[src/rtl/mux_arb_pkg.sv]
// Shared definitions for the two-requester round-robin mux arbiter.
package mux_arb_pkg;

  typedef enum logic [1:0] {
    IDLE = 2'd0,
    GNT0 = 2'd1,
    GNT1 = 2'd2
  } arb_state_t;

  localparam int unsigned DEF_WIDTH     = 8;
  localparam int unsigned DEF_MAX_BURST = 16;

endpackage

[src/rtl/mux2_reg.sv]
// WIDTH-wide 2:1 select with registered data and a beat-valid flag.
module mux2_reg
  import mux_arb_pkg::*;
#(
  parameter int unsigned WIDTH = DEF_WIDTH
) (
  input  logic             clk,
  input  logic             rst_n,
  input  logic             en,
  input  logic             sel,
  input  logic [WIDTH-1:0] din_0,
  input  logic [WIDTH-1:0] din_1,
  output logic [WIDTH-1:0] mux_out,
  output logic             mux_valid
);

  always_ff @(posedge clk or negedge rst_n) begin
    if (!rst_n) begin
      mux_out   <= '0;
      mux_valid <= 1'b0;
    end else begin
      mux_valid <= en;
      if (en) mux_out <= sel ? din_1 : din_0;
    end
  end

endmodule

[src/rtl/mux_rr_arbiter.sv]
// Two-requester burst arbiter: round-robin grant FSM, burst limiter, registered mux.
module mux_rr_arbiter
  import mux_arb_pkg::*;
#(
  parameter int unsigned WIDTH     = DEF_WIDTH,
  parameter int unsigned MAX_BURST = DEF_MAX_BURST
) (
  input  logic             clk,
  input  logic             rst_n,
  input  logic             req_0,
  input  logic             req_1,
  input  logic             last_0,
  input  logic             last_1,
  input  logic [WIDTH-1:0] din_0,
  input  logic [WIDTH-1:0] din_1,
  output logic             gnt_0,
  output logic             gnt_1,
  output logic             sel,
  output logic [WIDTH-1:0] mux_out,
  output logic             mux_valid
);

  localparam logic [7:0] MAXB = 8'(MAX_BURST);

  arb_state_t state, next_state;
  logic       prio;
  logic [7:0] cnt;

  logic own, req_own, req_oth, last_own;
  logic beat, end_last, end_force, grant_end, grant_start;

  always_comb begin
    next_state = state;
    own        = (state == GNT1);
    req_own    = own ? req_1 : req_0;
    req_oth    = own ? req_0 : req_1;
    last_own   = own ? last_1 : last_0;
    beat       = 1'b0;
    end_last   = 1'b0;
    end_force  = 1'b0;
    grant_end  = 1'b0;
    case (state)
      IDLE: begin
        if (req_0 && req_1) next_state = prio ? GNT1 : GNT0;
        else if (req_0)     next_state = GNT0;
        else if (req_1)     next_state = GNT1;
      end
      GNT0, GNT1: begin
        beat      = req_own;
        end_last  = beat && last_own;
        // cnt holds beats already taken, so this beat is number cnt+1
        end_force = beat && req_oth && (cnt >= MAXB - 8'd1);
        grant_end = !req_own || end_last || end_force;
        if (grant_end) begin
          if (req_oth)       next_state = own ? GNT0 : GNT1;
          else if (end_last) next_state = state;
          else               next_state = IDLE;
        end
      end
      default: next_state = IDLE;
    endcase
    grant_start = (next_state != IDLE) && ((next_state != state) || grant_end);
  end

  always_ff @(posedge clk or negedge rst_n) begin
    if (!rst_n) begin
      state <= IDLE;
      prio  <= 1'b0;
      cnt   <= '0;
      sel   <= 1'b0;
    end else begin
      state <= next_state;
      if (grant_end) prio <= ~own;
      if (grant_start)                cnt <= '0;
      else if (beat && (cnt != MAXB)) cnt <= cnt + 8'd1;
      if (next_state != IDLE) sel <= (next_state == GNT1);
    end
  end

  assign gnt_0 = (state == GNT0);
  assign gnt_1 = (state == GNT1);

  mux2_reg #(.WIDTH(WIDTH)) u_mux2_reg (
    .clk      (clk),
    .rst_n    (rst_n),
    .en       (beat),
    .sel      (own),
    .din_0    (din_0),
    .din_1    (din_1),
    .mux_out  (mux_out),
    .mux_valid(mux_valid)
  );

endmodule

[config.mk]
export PLATFORM = sky130hd
export DESIGN_NAME = mux_rr_arbiter
export DESIGN_NICKNAME = d
export VERILOG_FILES = /design/src/rtl/mux_arb_pkg.sv /design/src/rtl/mux2_reg.sv /design/src/rtl/mux_rr_arbiter.sv
export SDC_FILE = /design/constraint.sdc
export NUM_CORES = 1
export LEC_CHECK = 0
export BUFFER_PORTS_ARGS = -buffer_cell sky130_fd_sc_hd__buf_2
export CAP_MARGIN = 30
export CORE_ASPECT_RATIO = 1.75
export CORE_MARGIN = 2
export CORE_UTILIZATION = 47
export CTS_CLUSTER_DIAMETER = 30
export DETAILED_ROUTE_END_ITERATION = 7
export GPL_ROUTABILITY_DRIVEN = 1
export HOLD_SLACK_MARGIN = 0.12
export PLACE_DENSITY = 0.74
export SYNTH_ARGS = -nofsm -noshare
export SYNTH_HDL_FRONTEND = slang
export SYNTH_SLANG_ARGS = --single-unit
[constraint.sdc]
create_clock -name clk -period 2.2 [get_ports clk]
set_input_delay 0.11 -clock clk [delete_from_list [all_inputs] [get_ports clk]]
set_output_delay 0.11 -clock clk [all_outputs]
set_load 0.01 [all_outputs]
==> results of run 1 <==
stage by stage:
step                power [mW]  utilization  hold slack, ns
floorplan                 1.51            -          -0.186
global placement          2.00        0.605          0.0838
detailed placement        2.08        0.605          0.0967
CTS                       2.47        0.646           0.142
global route              2.78        0.679           0.155
finish                    2.60        0.679           0.141
layout make-up:
cell class                      count  area share
Multi-Input combinational cell    104       0.485
Tap cell                           27      0.0183
Sequential cell                    21       0.285
Timing Repair Buffer               52       0.175
Inverter                            6      0.0122
Clock buffer                        4      0.0244
power breakdown:
group          switching [mW]  internal, mW  total, mW
Sequential             0.0785         0.520      0.599
Clock                   0.125         0.129      0.254
Combinational           0.934         0.815       1.75
Total                    1.14          1.46       2.60
layer usage:
metal	global-route usage	vias to the layer above
met5	0	-
met4	0.162	0
met2	0.407	51
met3	0.0264	18
met1	0.236	597
li1	-	591
worst max-delay path, cell delays in order (launching register included):
cell                        delay, ns
sky130_fd_sc_hd__dfrtp_2         0.46
sky130_fd_sc_hd__buf_4           0.16
sky130_fd_sc_hd__ha_4            0.18
sky130_fd_sc_hd__mux2i_2         0.16
sky130_fd_sc_hd__nor3b_1         0.28
sky130_fd_sc_hd__buf_4           0.18
sky130_fd_sc_hd__o21bai_1        0.09
sky130_fd_sc_hd__o2bb2ai_4       0.21
sky130_fd_sc_hd__a32oi_4         0.08
sky130_fd_sc_hd__buf_12          0.17
sky130_fd_sc_hd__a21oi_1         0.18
flip-flops by register name (all words and copies together), names as in the netlist:
register,cells
u_mux2_reg.mux_valid,1
cnt,8
u_mux2_reg.mux_out,8
prio,1
sel,1
state,2
synthesized netlist by cell type, types with 2 or more instances:
library cell / number / share of area
sky130_fd_sc_hd__o21bai_1: 2 / 0.011
sky130_fd_sc_hd__a21oi_1: 10 / 0.037
sky130_fd_sc_hd__mux2i_1: 11 / 0.081
sky130_fd_sc_hd__a31o_1: 2 / 0.013
sky130_fd_sc_hd__xor2_1: 3 / 0.019
sky130_fd_sc_hd__nor2b_1: 3 / 0.014
sky130_fd_sc_hd__dfrtp_1: 21 / 0.39
sky130_fd_sc_hd__nor2_1: 7 / 0.019
sky130_fd_sc_hd__nand4_1: 4 / 0.018
sky130_fd_sc_hd__a211o_1: 2 / 0.013
sky130_fd_sc_hd__nor3b_1: 2 / 0.011
sky130_fd_sc_hd__nand3_1: 2 / 0.0074
sky130_fd_sc_hd__buf_2: 2 / 0.0074
sky130_fd_sc_hd__nand2_1: 15 / 0.042
sky130_fd_sc_hd__ha_1: 7 / 0.065
sky130_fd_sc_hd__xnor2_1: 4 / 0.026
sky130_fd_sc_hd__o21ai_0: 11 / 0.041
sky130_fd_sc_hd__inv_1: 5 / 0.014
worst max path at each step:
stage | slack, ns | end | startpoint | cells after the start
2_1_floorplan | 0.008 | cnt[0] | state[0] | 8
3_3_place_gp | 0.0006 | cnt[5] | state[1] | 7
3_5_place_dp | -0.11 | cnt[1] | state[1] | 7
4_1_cts | 0.02 | cnt[6] | cnt[6] | 7
5_1_grt | -0.17 | cnt[4] | state[1] | 10
6_report | -0.05 | cnt[4] | state[1] | 10
cells by family (layout without fill, tap and decap cells):
logic type      count (synthesis)  in the layout  share of synthesized area
simple gates                   40             40                      0.154
buf+inv                         9             62                     0.0268
compound gates                 39             39                      0.239
flops                          21             21                      0.389
fa+ha+maj                       7              7                     0.0648
xor+xnor                        7              7                     0.0453
mux                            11             11                     0.0814
timing repair:
action | 4_1_cts | 5_1_grt
setup buffers | 1 | 3
hold buffers | 1 | 0
gates cloned | 0 | 0
gates resized for setup | 9 | 14
setup endpoints to repair | 8 | 8
endpoints found under the hold margin | 21 | 0
pin swaps | 3 | 10
==> impl_summary.txt, run 1 <==
----------------------------------------------------
[Floorplanning]
  # IOs ... 34
  Area of the core ... approximately 2700 sq um
  DIE AREA ... 3340 sq um
  Initial Util ... 0.497
  Number of standard-cell rows in the floorplan ... 25
  Die Wd ... around 45 microns
  Overall die height ... 75.0 microns

[STA]
  Final period demand of the worst path ... between 2 and 2.5 ns
  Crit path setup slack, layout ... -0.0478 ns
  Skew final ... between 0.0015 and 0.002 ns
  Count of endpoints failing setup in the final report ... 7
  TNS Setup ... -0.110 ns
  Max-Slew Margin vs Limit ... 0.664
  Worst Max-Slew Pin Slew ... 0.502 ns
  Final number of hold-violating endpoints ... 0
  Final slew viol count ... 0
  Max Clk Rate ... 445 MHz
  Final critical-path share of the clock period ... 1.02
  RSZ-0062 raised after global routing ... yes

[Finish]
  Count of filler cells inserted in the layout ... between 150 and 200
  Number of diodes added for antenna fixing ... 0
  Final Instance Count excl. Fillers ... ~210
  Total area of multi-input combinational cells ... roughly 900 sq um
  Top library cells by usage in the layout, fill and taps aside ... sky130_fd_sc_hd__buf_2, sky130_fd_sc_hd__dfrtp_1, sky130_fd_sc_hd__buf_4
  Number of nets in the final layout ... approximately 220
  Layout cells sized above 1 ... 0.444
  Layout Area Growth over Synthesis ... 36.6%
  Most frequent standard cell in the layout excluding fill and tap cells ... sky130_fd_sc_hd__buf_2
  Reg area ... about 530 sq um
  Summed area of non-filler cells in the final layout ... 1850 sq um

[Routing]
  Total iterations of the first detailed-routing run ... 4
  Vias ... 1257
  Routed met1 length ... ~1300 microns
  Met2 Wirelength ... between 2000 and 2500 microns
  Violation count after the first detailed-routing iteration ... 18
  Routed WL ... about 3700 microns
  Routed wire length on met3 ... around 150 microns
  Detailed-route wire length per cell ... about 17 microns
  Top layer reached by signal wires ... met4
  # DRC ... 0
  Antenna viol nets, final ... 0
  Via density ... 5.87

[Place]
  Post-Place Worst Slack ... -0.111 ns
  Placed inst area ... between 1500 and 2000 sq um
  Routability congestion estimate ... about 0.97
  Count of buffers from port buffering ... 33
  Instance count after placement with tap cells included ... between 200 and 250
  Sum of net half-perimeters after detailed placement ... roughly 2700 microns

[Hold path]
  Startpoint of the worst hold path ... din_0[3]
  Cell depth of the worst hold path ... 3
  Hold/Removal Path Class ... in -> reg
  Endpoint of the worst hold-timing path ... u_mux2_reg.mux_out[3]

[Clocking]
  Longest Clk Path Bufs ... 2
  Clock-pin transition on the worst setup and hold timing paths ... approximately 0.080 ns
  Root Buffer Master ... sky130_fd_sc_hd__clkbuf_8
  Clock tree sinks ... 21
  TritonCTS clock tree ... yes
  Deepest level of the CTS H-tree ... 1
  Number of buffers created by CTS ... 3
  Clock latency on the worst-skew pair ... 0.26 ns

[Synthesis]
  Post-synthesis sequential element count ... 21
  Mapped Nets ... approximately 160
  Mean cell area of the mapped netlist ... 10.1 sq um
  Top flip-flop cell by instance count after synthesis ... sky130_fd_sc_hd__dfrtp_1
  Number of distinct library cells after synthesis ... 39
  Sequential element share of the synthesized area ... 0.389
  Async S/R FF share, synth ... 1.00
  Synthesized instance count ... between 100 and 150
  Cell Area, Synth ... roughly 1400 sq um
  Count of synthesis-stage warnings from yosys ... 0
  Count of flip-flops with a built-in enable after synthesis ... 0

[Critical path]
  Endpoint kind of the worst setup timing path ... flip-flop
  Crit Reg-Reg Startpoint ... state[1]
  Critical Path RT ... approximately 2.4 ns
  Sort of element at the start of the critical path ... flip-flop
  End of the worst register-to-register path ... cnt[4]
  Arrival time worst endpoint ... approximately 2.4 ns
  Reg2Reg Depth ... 10
  Maximum fanout encountered on the critical timing path ... 8
  FF-to-FF setup slack ... -0.05 ns
  Type of the setup path with the least slack ... reg -> reg

[Pwr]
  Maximum vdd drop ... between 1 and 1.5 mV
  P per Cell Area ... 1410 nW/um^2
  Leakage Power ... roughly 0.83 nW

[Global routing]
  Number of global-route vias before repair ... between 1000 and 1500
  Aggregate global-route resource usage ... 0.228
  Largest net degree at the start of global routing ... 22
  Antenna violations before repair ... 0
  Overall overflow remaining after global route ... 0
  Wire length of the first global-routing pass ... approximately 5500 microns

[Outcome]
  Status ... finished with violations
  Violated checks ... negative setup slack

[Run]
  Number of violations of the max-capacitance limit ... 0

----------------------------------------------------
(Power assumes the default switching activity.)
==> inputs of run 2 (changes only) <==
--- a/config.mk
+++ b/config.mk
@@ -9,12 +9,12 @@
 export CAP_MARGIN = 30
 export CORE_ASPECT_RATIO = 1.75
 export CORE_MARGIN = 2
-export CORE_UTILIZATION = 47
+export CORE_UTILIZATION = 25
 export CTS_CLUSTER_DIAMETER = 30
 export DETAILED_ROUTE_END_ITERATION = 7
 export GPL_ROUTABILITY_DRIVEN = 1
 export HOLD_SLACK_MARGIN = 0.12
-export PLACE_DENSITY = 0.74
+export PLACE_DENSITY = 0.44
 export SYNTH_ARGS = -nofsm -noshare
 export SYNTH_HDL_FRONTEND = slang
 export SYNTH_SLANG_ARGS = --single-unit
==> impl_summary.txt, run 2 (synthesis results as in run 1) <==
----------------------------------------------------
[Outcome]
  Status ... finished clean

[Critical path]
  Critical path's largest stage delay ... between 0.4 and 0.5 ns
  Sort of element at the start of the critical path ... flip-flop
  Critical Path RT ... around 2.4 ns
  Type of the setup path with the least slack ... reg -> reg
  Maximum fanout encountered on the critical timing path ... 8
  CP Cell Sequence ... ha_4 > buf_6 > a211o_4 > or2_4 > o2bb2ai_4 > a32oi_4 > buf_12 > a21oi_1
  Arrival time worst endpoint ... around 2.4 ns
  Slowest library cell on the worst path ... sky130_fd_sc_hd__dfrtp_2
  Endpoint kind of the worst setup timing path ... flip-flop

[STA]
  Final period demand of the worst path ... about 2.2 ns
  TNS Setup ... 0 ns
  Final number of hold-violating endpoints ... 0
  Skew final ... 0.00787 ns
  Max-Slew Margin vs Limit ... 0.674
  Final slew viol count ... 0
  Count of endpoints failing setup in the final report ... 0
  Final critical-path share of the clock period ... 0.982
  Worst Max-Slew Pin Slew ... about 0.5 ns
  RSZ-0062 raised after global routing ... yes
  Max Clk Rate ... about 460 MHz

[Routing]
  Detailed-route wire length per cell ... about 15 microns
  Antenna viol nets, final ... 0
  # DRC ... 0
  Violation count after the first detailed-routing iteration ... 33
  Via density ... approximately 4.8
  Vias ... 1217
  Routed WL ... about 3700 microns
  Total iterations of the first detailed-routing run ... 4

[Clocking]
  Clock latency on the worst-skew pair ... 0.26 ns
  Longest Clk Path Bufs ... 2
  Number of buffers created by CTS ... 3
  TritonCTS clock tree ... yes
  Root Buffer Master ... sky130_fd_sc_hd__clkbuf_8
  Clock tree sinks ... 21
  Clock-pin transition on the worst setup and hold timing paths ... roughly 0.08 ns
  Deepest level of the CTS H-tree ... 1

[Place]
  Count of buffers from port buffering ... 33
  Sum of net half-perimeters after detailed placement ... between 2000 and 3000 microns
  Instance count after placement with tap cells included ... 238
  Routability congestion estimate ... between 0.8 and 0.9

[Floorplanning]
  Initial Util ... 0.257
  Area of the core ... around 5300 sq um
  DIE AREA ... 6040 sq um
  Number of standard-cell rows in the floorplan ... 35
  Overall die height ... between 100 and 150 microns
  # IOs ... 34
  Die Wd ... 59.6 microns

[Run]
  Number of violations of the max-capacitance limit ... 0

[Global routing]
  Overall overflow remaining after global route ... 0
  Largest net degree at the start of global routing ... 22
  Aggregate global-route resource usage ... 0.127
  Number of global-route vias before repair ... around 1300
  Wire length of the first global-routing pass ... approximately 5900 microns
  Antenna violations before repair ... 0

[Finish]
  Largest regs ... cnt: 8 flops, u_mux2_reg.mux_out: 8 flops, state: 2 flops
  Count of filler cells inserted in the layout ... roughly 540
  Layout Area Growth over Synthesis ... 47.2%
  Most frequent standard cell in the layout excluding fill and tap cells ... sky130_fd_sc_hd__buf_2
  Number of nets in the final layout ... approximately 230
  Core Util, Final ... 0.379
  Layout cells sized above 1 ... 0.492
  Final Instance Count excl. Fillers ... ~250
  Number of diodes added for antenna fixing ... 0
  Top library cells by usage in the layout, fill and taps aside ... sky130_fd_sc_hd__buf_2, sky130_fd_sc_hd__buf_4, sky130_fd_sc_hd__dfrtp_1

[Pwr]
  P per Cell Area ... ~1400 nW/um^2
  Maximum vdd drop ... roughly 0.5 mV
  Design Power ... around 2.7 mW
  Leakage Power ... between 0.8 and 0.9 nW
  Combinational fraction of design power ... 0.681
  Share of total power in the clock network ... 0.095
  Power spent charging and discharging nets ... about 1.1 mW
  Int Pwr ... ~1.6 mW
  Fraction of power spent switching nets ... 0.423
  Sequential power share ... 0.224

[Hold path]
  Hold/Removal Path Class ... in -> reg

----------------------------------------------------
-- run 2: final cells by class --
class	count	area, sq um	share of cell area
multi-input cells	104	920	0.462
clock buffers	3	41.3	0.0207
flip-flops and latches	21	527	0.265
well taps	55	68.8	0.0346
inverters	6	25.0	0.0126
clock inverters	1	7.51	0.00377
repair buffers	62	402	0.202
-- run 2: worst max-delay path: cells and delay by family (launching register included) --
kind	cells	cell delay (ns)
AOI/OAI and AO/OA	4	0.80
DFF	1	0.49
and+or+nand+nor	1	0.28
adders and majority gates	1	0.21
buffers and inverters	2	0.31
-- run 2: repair_timing --
action,4_1_cts,5_1_grt
setup endpoints to repair,8,8
gates cloned,0,0
hold buffers,1,0
hold endpoints to repair,21,0
pin swaps,4,14
buffers inserted,0,9
gates resized for setup,6,22
-- run 2: per-stage QoR --
| step | instance area [sq um] | hold WS (ns) | setup WS, ns |
|---|---|---|---|
| after detailed placement | 1720 | 0.0981 | -0.0391 |
| after CTS | 1800 | 0.136 | 0.0198 |
| final | 1990 | 0.137 | 0.0403 |
| after global routing | 1990 | 0.154 | -0.0376 |
| after global placement | 1720 | 0.0922 | -0.0251 |
| after floorplan | 1360 | -0.186 | 0.00761 |
-- run 2: power by group through the flow --
| stage | clock network (mW) | registers [mW] | logic, mW |
|---|---|---|---|
| floorplan | 0 | 0.647 | 0.861 |
| global placement | 0 | 0.601 | 1.49 |
| detailed placement | 0 | 0.607 | 1.51 |
| CTS | 0.267 | 0.606 | 1.55 |
| global route | 0.285 | 0.626 | 2.01 |
| finish | 0.257 | 0.608 | 1.85 |
-- run 2: path summary, 6_finish.rpt --
check | start | end | slack [ns] | depth (start not counted)
worst max-delay path | state[1] | cnt[4] | 0.04 | 8
worst min-delay path | din_0[4] | u_mux2_reg.mux_out[4] | 0.14 | 3
worst max register to register | state[1] | cnt[4] | 0.04 | 8
worst min register to register | prio | prio | 0.48 | 2
max in group asynchronous | rst_n | state[1] | 1.49 | 2
min in group asynchronous | rst_n | u_mux2_reg.mux_out[6] | 0.33 | 2
-- run 2: metal layers --
layer / global-route usage / part of all wire / vias to the layer above
met5: 0 / 0 / -
met4: 0.0581 / 0.045 / 0
met3: 0.0166 / 0.026 / 11
met2: 0.243 / 0.55 / 34
met1: 0.129 / 0.38 / 564
li1: - / - / 608
